`src/rtl/multdiv_pkg.sv`:
```
// Shared definitions for the multiply/divide sequencer.
// Contents: sequencer state encoding, iteration counter width, operation
// encoding and a helper that turns a step count into the final step index.
package multdiv_pkg;

  localparam int unsigned CNT_W = 6;

  typedef enum logic [1:0] {
    StIdle   = 2'd0,
    StLoad   = 2'd1,
    StRun    = 2'd2,
    StFinish = 2'd3
  } state_e;

  localparam logic OP_MULT = 1'b0;
  localparam logic OP_DIV  = 1'b1;

  // Index of the last step for an operation of n steps (n is 1..63).
  function automatic logic [CNT_W-1:0] last_index(input int unsigned n);
    return CNT_W'(n - 1);
  endfunction

endpackage

```
`src/rtl/multdiv_sequencer_iter_counter.sv`:
```
// Iteration index counter for the multiply/divide sequencer.
// Ports:
//   clk_i    rising-edge clock
//   rst_i    asynchronous active-high reset, clears the count
//   clr_i    synchronous clear (priority over enable)
//   en_i     count up by one
//   count_o  current count
module iter_counter
  import multdiv_pkg::*;
#(
  parameter int unsigned W = CNT_W
) (
  input  logic         clk_i,
  input  logic         rst_i,
  input  logic         clr_i,
  input  logic         en_i,
  output logic [W-1:0] count_o
);

  logic [W-1:0] count_q, count_d;

  always_comb begin
    count_d = count_q;
    if (clr_i) begin
      count_d = '0;
    end else if (en_i) begin
      count_d = count_q + W'(1);
    end
  end

  always_ff @(posedge clk_i or posedge rst_i) begin
    if (rst_i) begin
      count_q <= '0;
    end else begin
      count_q <= count_d;
    end
  end

  assign count_o = count_q;

endmodule

```
`src/rtl/multdiv_sequencer.sv`:
```
// Control FSM for the iterative multiply/divide unit. Sequences operand load,
// per-iteration step enables and the iteration index for the shared datapath,
// catches divide-by-zero before iterating and flags completion/exception.
// Ports:
//   clk, reset            clock, asynchronous active-high reset
//   ctrl_MULT, ctrl_DIV   one-cycle start pulses (MULT wins if both)
//   divisor_zero          datapath flag, sampled at the end of LOAD
//   mult_overflow         datapath flag, used combinationally in FINISH
//   op_is_div             latched operation (1 = divide)
//   load_operands         LOAD cycle strobe
//   step_en               one datapath iteration this cycle (RUN)
//   iter_count            step index during RUN, 0 otherwise
//   busy                  high in LOAD, RUN and FINISH
//   data_resultRDY        one-cycle completion pulse
//   data_exception        div-by-zero or mult overflow, qualified by data_resultRDY
// Optional: define MULTDIV_PERF_CNT_EN to add saturating perf_ops / perf_exc
// counters of completed operations and of completions with an exception.
module multdiv_sequencer
  import multdiv_pkg::*;
#(
  parameter int unsigned MULT_CYCLES = 16,
  parameter int unsigned DIV_CYCLES  = 32
) (
  input  logic             clk,
  input  logic             reset,
  input  logic             ctrl_MULT,
  input  logic             ctrl_DIV,
  input  logic             divisor_zero,
  input  logic             mult_overflow,
  output logic             op_is_div,
  output logic             load_operands,
  output logic             step_en,
  output logic [CNT_W-1:0] iter_count,
  output logic             busy,
  output logic             data_resultRDY,
  output logic             data_exception
`ifdef MULTDIV_PERF_CNT_EN
  ,
  output logic [15:0]      perf_ops,
  output logic [15:0]      perf_exc
`endif
);

  state_e           state_q, state_d;
  logic             op_is_div_q, op_is_div_d;
  logic             dz_q, dz_d;
  logic             load_q, step_q, busy_q, rdy_q;
  logic             start;
  logic             last_step;
  logic [CNT_W-1:0] cnt;
  logic [CNT_W-1:0] last_idx;

  assign start    = ctrl_MULT | ctrl_DIV;
  assign last_idx = op_is_div_q ? last_index(DIV_CYCLES) : last_index(MULT_CYCLES);
  assign last_step = (cnt == last_idx);

  // Any start pulse (including in FINISH) restarts at LOAD; an op aborted in
  // LOAD or RUN never reaches FINISH so it produces no result pulse.
  always_comb begin
    state_d     = state_q;
    op_is_div_d = op_is_div_q;
    dz_d        = dz_q;
    if (start) begin
      state_d     = StLoad;
      op_is_div_d = ctrl_MULT ? OP_MULT : OP_DIV;
      dz_d        = 1'b0;
    end else begin
      unique case (state_q)
        StIdle: state_d = StIdle;
        StLoad: begin
          if (op_is_div_q && divisor_zero) begin
            state_d = StFinish;
            dz_d    = 1'b1;
          end else begin
            state_d = StRun;
          end
        end
        StRun:    state_d = last_step ? StFinish : StRun;
        StFinish: state_d = StIdle;
        default:  state_d = StIdle;
      endcase
    end
  end

  // Outputs are registered decodes of the next state.
  always_ff @(posedge clk or posedge reset) begin
    if (reset) begin
      state_q     <= StIdle;
      op_is_div_q <= OP_MULT;
      dz_q        <= 1'b0;
      load_q      <= 1'b0;
      step_q      <= 1'b0;
      busy_q      <= 1'b0;
      rdy_q       <= 1'b0;
    end else begin
      state_q     <= state_d;
      op_is_div_q <= op_is_div_d;
      dz_q        <= dz_d;
      load_q      <= (state_d == StLoad);
      step_q      <= (state_d == StRun);
      busy_q      <= (state_d != StIdle);
      rdy_q       <= (state_d == StFinish);
    end
  end

  // Count only while staying in RUN; entering RUN or being anywhere else
  // holds the index at zero, so iter_count needs no output gating.
  iter_counter #(
    .W(CNT_W)
  ) u_iter_counter (
    .clk_i   (clk),
    .rst_i   (reset),
    .clr_i   ((state_d != StRun) || (state_q != StRun)),
    .en_i    (1'b1),
    .count_o (cnt)
  );

  assign op_is_div      = op_is_div_q;
  assign load_operands  = load_q;
  assign step_en        = step_q;
  assign iter_count     = cnt;
  assign busy           = busy_q;
  assign data_resultRDY = rdy_q;
  assign data_exception = rdy_q & (op_is_div_q ? dz_q : mult_overflow);

`ifdef MULTDIV_PERF_CNT_EN
  logic [15:0] perf_ops_q, perf_exc_q;

  always_ff @(posedge clk or posedge reset) begin
    if (reset) begin
      perf_ops_q <= '0;
      perf_exc_q <= '0;
    end else if (rdy_q) begin
      if (perf_ops_q != 16'hFFFF) begin
        perf_ops_q <= perf_ops_q + 16'd1;
      end
      if (data_exception && (perf_exc_q != 16'hFFFF)) begin
        perf_exc_q <= perf_exc_q + 16'd1;
      end
    end
  end

  assign perf_ops = perf_ops_q;
  assign perf_exc = perf_exc_q;
`endif

endmodule

```
`config.mk`:
```
export PLATFORM = sky130hd
export DESIGN_NAME = multdiv_sequencer
export DESIGN_NICKNAME = d
export VERILOG_FILES = /design/src/rtl/multdiv_pkg.sv /design/src/rtl/multdiv_sequencer_iter_counter.sv /design/src/rtl/multdiv_sequencer.sv
export SDC_FILE = /design/constraint.sdc
export NUM_CORES = 1
export LEC_CHECK = 0
export BUFFER_PORTS_ARGS = -buffer_cell sky130_fd_sc_hd__buf_2
export CAP_MARGIN = 30
export CORE_UTILIZATION = 48
export CTS_BUF_LIST = sky130_fd_sc_hd__clkbuf_4 sky130_fd_sc_hd__clkbuf_8 sky130_fd_sc_hd__clkbuf_16
export CTS_CLUSTER_SIZE = 8
export DETAILED_ROUTE_END_ITERATION = 10
export PLACE_DENSITY = 0.77
export SLEW_MARGIN = 20
export SYNTH_ARGS = -nofsm -noshare
export SYNTH_HDL_FRONTEND = slang
export SYNTH_SLANG_ARGS = --single-unit
```
`constraint.sdc`:
```
create_clock -name clk -period 1.9 [get_ports clk]
set_clock_uncertainty 0.15 [all_clocks]
set_input_delay 0.38 -clock clk [delete_from_list [all_inputs] [get_ports clk]]
set_output_delay 0.38 -clock clk [all_outputs]
set_load 0.1 [all_outputs]
```
==> metrics.md <==
| Metric | Value |
|---|---|
| MaxCap Viol Count | 0 |
| Share of layout cells above drive strength 1 | 47.5% |
| # rows | 12 |
| Largest net degree at the start of global routing | 15 |
| DP HPWL | 955 um |
| Fin nets | 91 |
| Critical Path Fanout Max | 6 |
| Diode count | 0 |
| Setup crit end kind | output pin |
| Post-synthesis cell count | 56 |
| Total gr overflow | 0 |
| Final slew viol count | 0 |
| Final hold vios | 0 |
| Root Buffer | clkbuf_4 |
| First-pass GRT wire length | 2.06 mm |
| Starting Density | between 50 and 60% |
| RSZ-0062 raised after global routing | yes |
| Clock Latency Late Sink | 0.28 ns |
| Ys flop type | dfrtp_1 |
| Final period utilization | between 90% and 100% |
| Initial antenna violation count | 0 |
| Final Power | 660 uW |
| Number of port buffers | 17 |
| Num CTS Buffers | 3 |
| Startpoint types | register |
| Reg clk slew, reported paths | about 0.080 ns |
| Vias per cell | 5.28 |
| Area contributors post-synth | dfrtp_1, ha_1, nor3_1, o31ai_4, xor2_1 |
| Post-synthesis cell area | between 600 and 700 um2 |
| Vias in the first global route | 465 |
| P_sw | ~200 uW |
| Setup ws final | approximately 0.058 ns |
| Int Pwr | 459 uW |
| CTS tree | yes |
| CP required | between 1 and 1.5 ns |
| Max VDD drop | roughly 0.00058 V |
| EDFF count, synth | 0 |
| Critical path class | register to output pin |
| Actual slew at the worst max-slew pin | ~0.52 ns |
| Cell taking the most area after synthesis | dfrtp_1 |
| Async set-reset flop share out of synthesis | 100% |
| Crit-path slowest cell | dfrtp_4 |
| Post-synthesis net count | 66 |
| Wirelength per Cell | between 10 and 15 um |
| Clk pwr share | 32.5% |
| Initial DRC Count | 5 |
| Outcome | finished, final reports clean |
| Register bit total from synthesis | 14 |
| Die area | 1520 um2 |
| GP Congestion | slightly below 0.8 |
| YS warnings | 0 |
| Total wire length | 1.35 mm |
| Syn_area_per_cell | about 12 um2 |
| Slew Limit Headroom | roughly two thirds |
| Core ar. | between 1000 and 1500 um2 |
| Design Area, Final | 871 um2 |
| Sw frac | 30.4% |
| Tmin final | ~1.8 ns |
| Seq/Total Area, Yosys | between 50% and 60% |
| Vias | just under 500 |
| Area growth syn-to-layout | 32.6% |
| Reg power frac | a little under half |
| Clk buf depth | 2 |
| Slowest Stage Delay on Critical Path | ~0.53 ns |
| DRC | 0 |
| Critical path, cell by cell | mux2i_2 > nor2b_4 > buf_12 |
| Post-route core utilization | between 70% and 80% |
| Io pins | 18 |
| Post-synth cell types | 25 |
| Total setup violations reported at the end of the flow | 0 |
| Post-Place Cell Area | roughly 800 um2 |
| Static Leak | 0.000386 uW |
| Top cell type's share of synthesized area | between 50% and 60% |
| Combinational fraction of design power | 19.4% |
| Setup WS pre-CTS | 0.0704 ns |
| Hold Crit Class | input pin to register |
| Arrival @ worst endpoint | between 1 and 1.5 ns |
| Die Width | between 30 and 40 um |
| F_max | roughly 0.54 GHz |
| PD cells | 757 nW/um2 |
| Antenna viol nets, final | 0 |
| Total clock sinks | 14 |
| H-tree depth | 1 |
| Drt first pass iters | 4 |
| GR Util All Layers | a little over a fifth |
| Die Span Y | 39.0 um |
state kept, by name, summed over array words and instances (netlist names):
name and cells:
data_resultRDY 1, step_en 1, state_q 2, load_operands 1, u_iter_counter.count_o 6, op_is_div 1
busy 1, dz_q 1
placed cells by master (no fill, tap or decap), drive strengths merged, types with 2 or more instances in the layout:
cell	netlist	final
xor2	2	2
nand3	3	3
buf	0	19
ha	4	4
nor3	5	5
dfrtp	14	14
nand2	2	2
nor2	4	4
clkbuf	0	4
inv	4	4
o21ai	2	2
path summary, 6_finish.rpt:
kind | cells past startpoint | slack, ns | start | endpoint
max reg2reg | 6 | 0.07 | state_q[0] | data_resultRDY
min | 2 | 0.16 | ctrl_MULT | op_is_div
min reg2reg | 1 | 0.38 | u_iter_counter.count_o[0] | u_iter_counter.count_o[0]
max | 3 | 0.06 | op_is_div | data_exception
min in group asynchronous | 3 | 0.52 | reset | busy
max in group asynchronous | 3 | 0.69 | reset | u_iter_counter.count_o[1]
kinds of logic (layout without fill, tap and decap cells):
| kind of cell | after synthesis | count (layout) | synth area share (%) |
|---|---|---|---|
| XOR/XNOR | 3 | 3 | 4.00 |
| buffers and inverters | 4 | 28 | 2.29 |
| flip-flops | 14 | 14 | 53.3 |
| AND/OR/NAND/NOR | 21 | 21 | 17.9 |
| AO/OA/AOI/OAI | 9 | 9 | 13.3 |
| adder cells (fa/ha/maj) | 4 | 4 | 7.62 |
| multiplexers | 1 | 1 | 1.52 |
layer usage:
| metal | GRT usage (%) | part of all wire, % |
|---|---|---|
| met1 | 28.3 | 45 |
| met2 | 30.4 | 48 |
| met3 | 5.20 | 3.9 |
| met4 | 15.5 | 2.7 |
| met5 | 0 | 0 |
synthesized netlist by cell type, types with 2 or more instances:
library cell / number
nor3_1: 5
inv_1: 4
xor2_1: 2
ha_1: 4
dfrtp_1: 14
nand2_1: 2
nand3_1: 3
o21ai_0: 2
nor2_1: 4
area by class of cell:
| class | instances | area, um2 |
|---|---|---|
| flip-flops and latches | 14 | 368 |
| fillers | 92 | 315 |
| multi-input cells | 38 | 305 |
| repair buffers | 20 | 129 |
| clock buffers | 4 | 36.3 |
| well taps | 14 | 17.5 |
| inverters | 4 | 15.0 |
power groups by stage:
stage | clock (uW) | combinational [uW] | sequential (uW)
6_report | 215 | 128 | 317
5_1_grt | 238 | 137 | 318
3_3_place_gp | 0 | 119 | 322
4_1_cts | 220 | 124 | 316
2_1_floorplan | 0 | 39.3 | 376
3_5_place_dp | 0 | 122 | 323
repair_timing:
| item | CTS | global route |
|---|---|---|
| buffers inserted | 0 | 2 |
| hold buffers | 1 | 0 |
| endpoints found under the hold margin | 14 | 0 |
| resized for setup | 0 | 3 |
| endpoints found under the setup margin | 0 | 7 |
critical path, delay by kind of cell, from the launching register on:
| family | cells | cell delay (ns) |
|---|---|---|
| and+or+nand+nor | 1 | 0.13 |
| buffers and inverters | 1 | 0.18 |
| muxes | 1 | 0.19 |
| DFF | 1 | 0.53 |
metrics by stage:
stage | setup TNS (ns) | hold slack (ns) | cells
6_report | 0 | 0.159 | 94
5_1_grt | -0.0116 | 0.149 | 94
4_1_cts | 0 | 0.147 | 92
3_5_place_dp | 0 | 0.294 | 87
3_3_place_gp | 0 | 0.285 | 87
2_1_floorplan | 0 | 0.119 | 56
No activity file was read; power rests on OpenSTA's default activity.
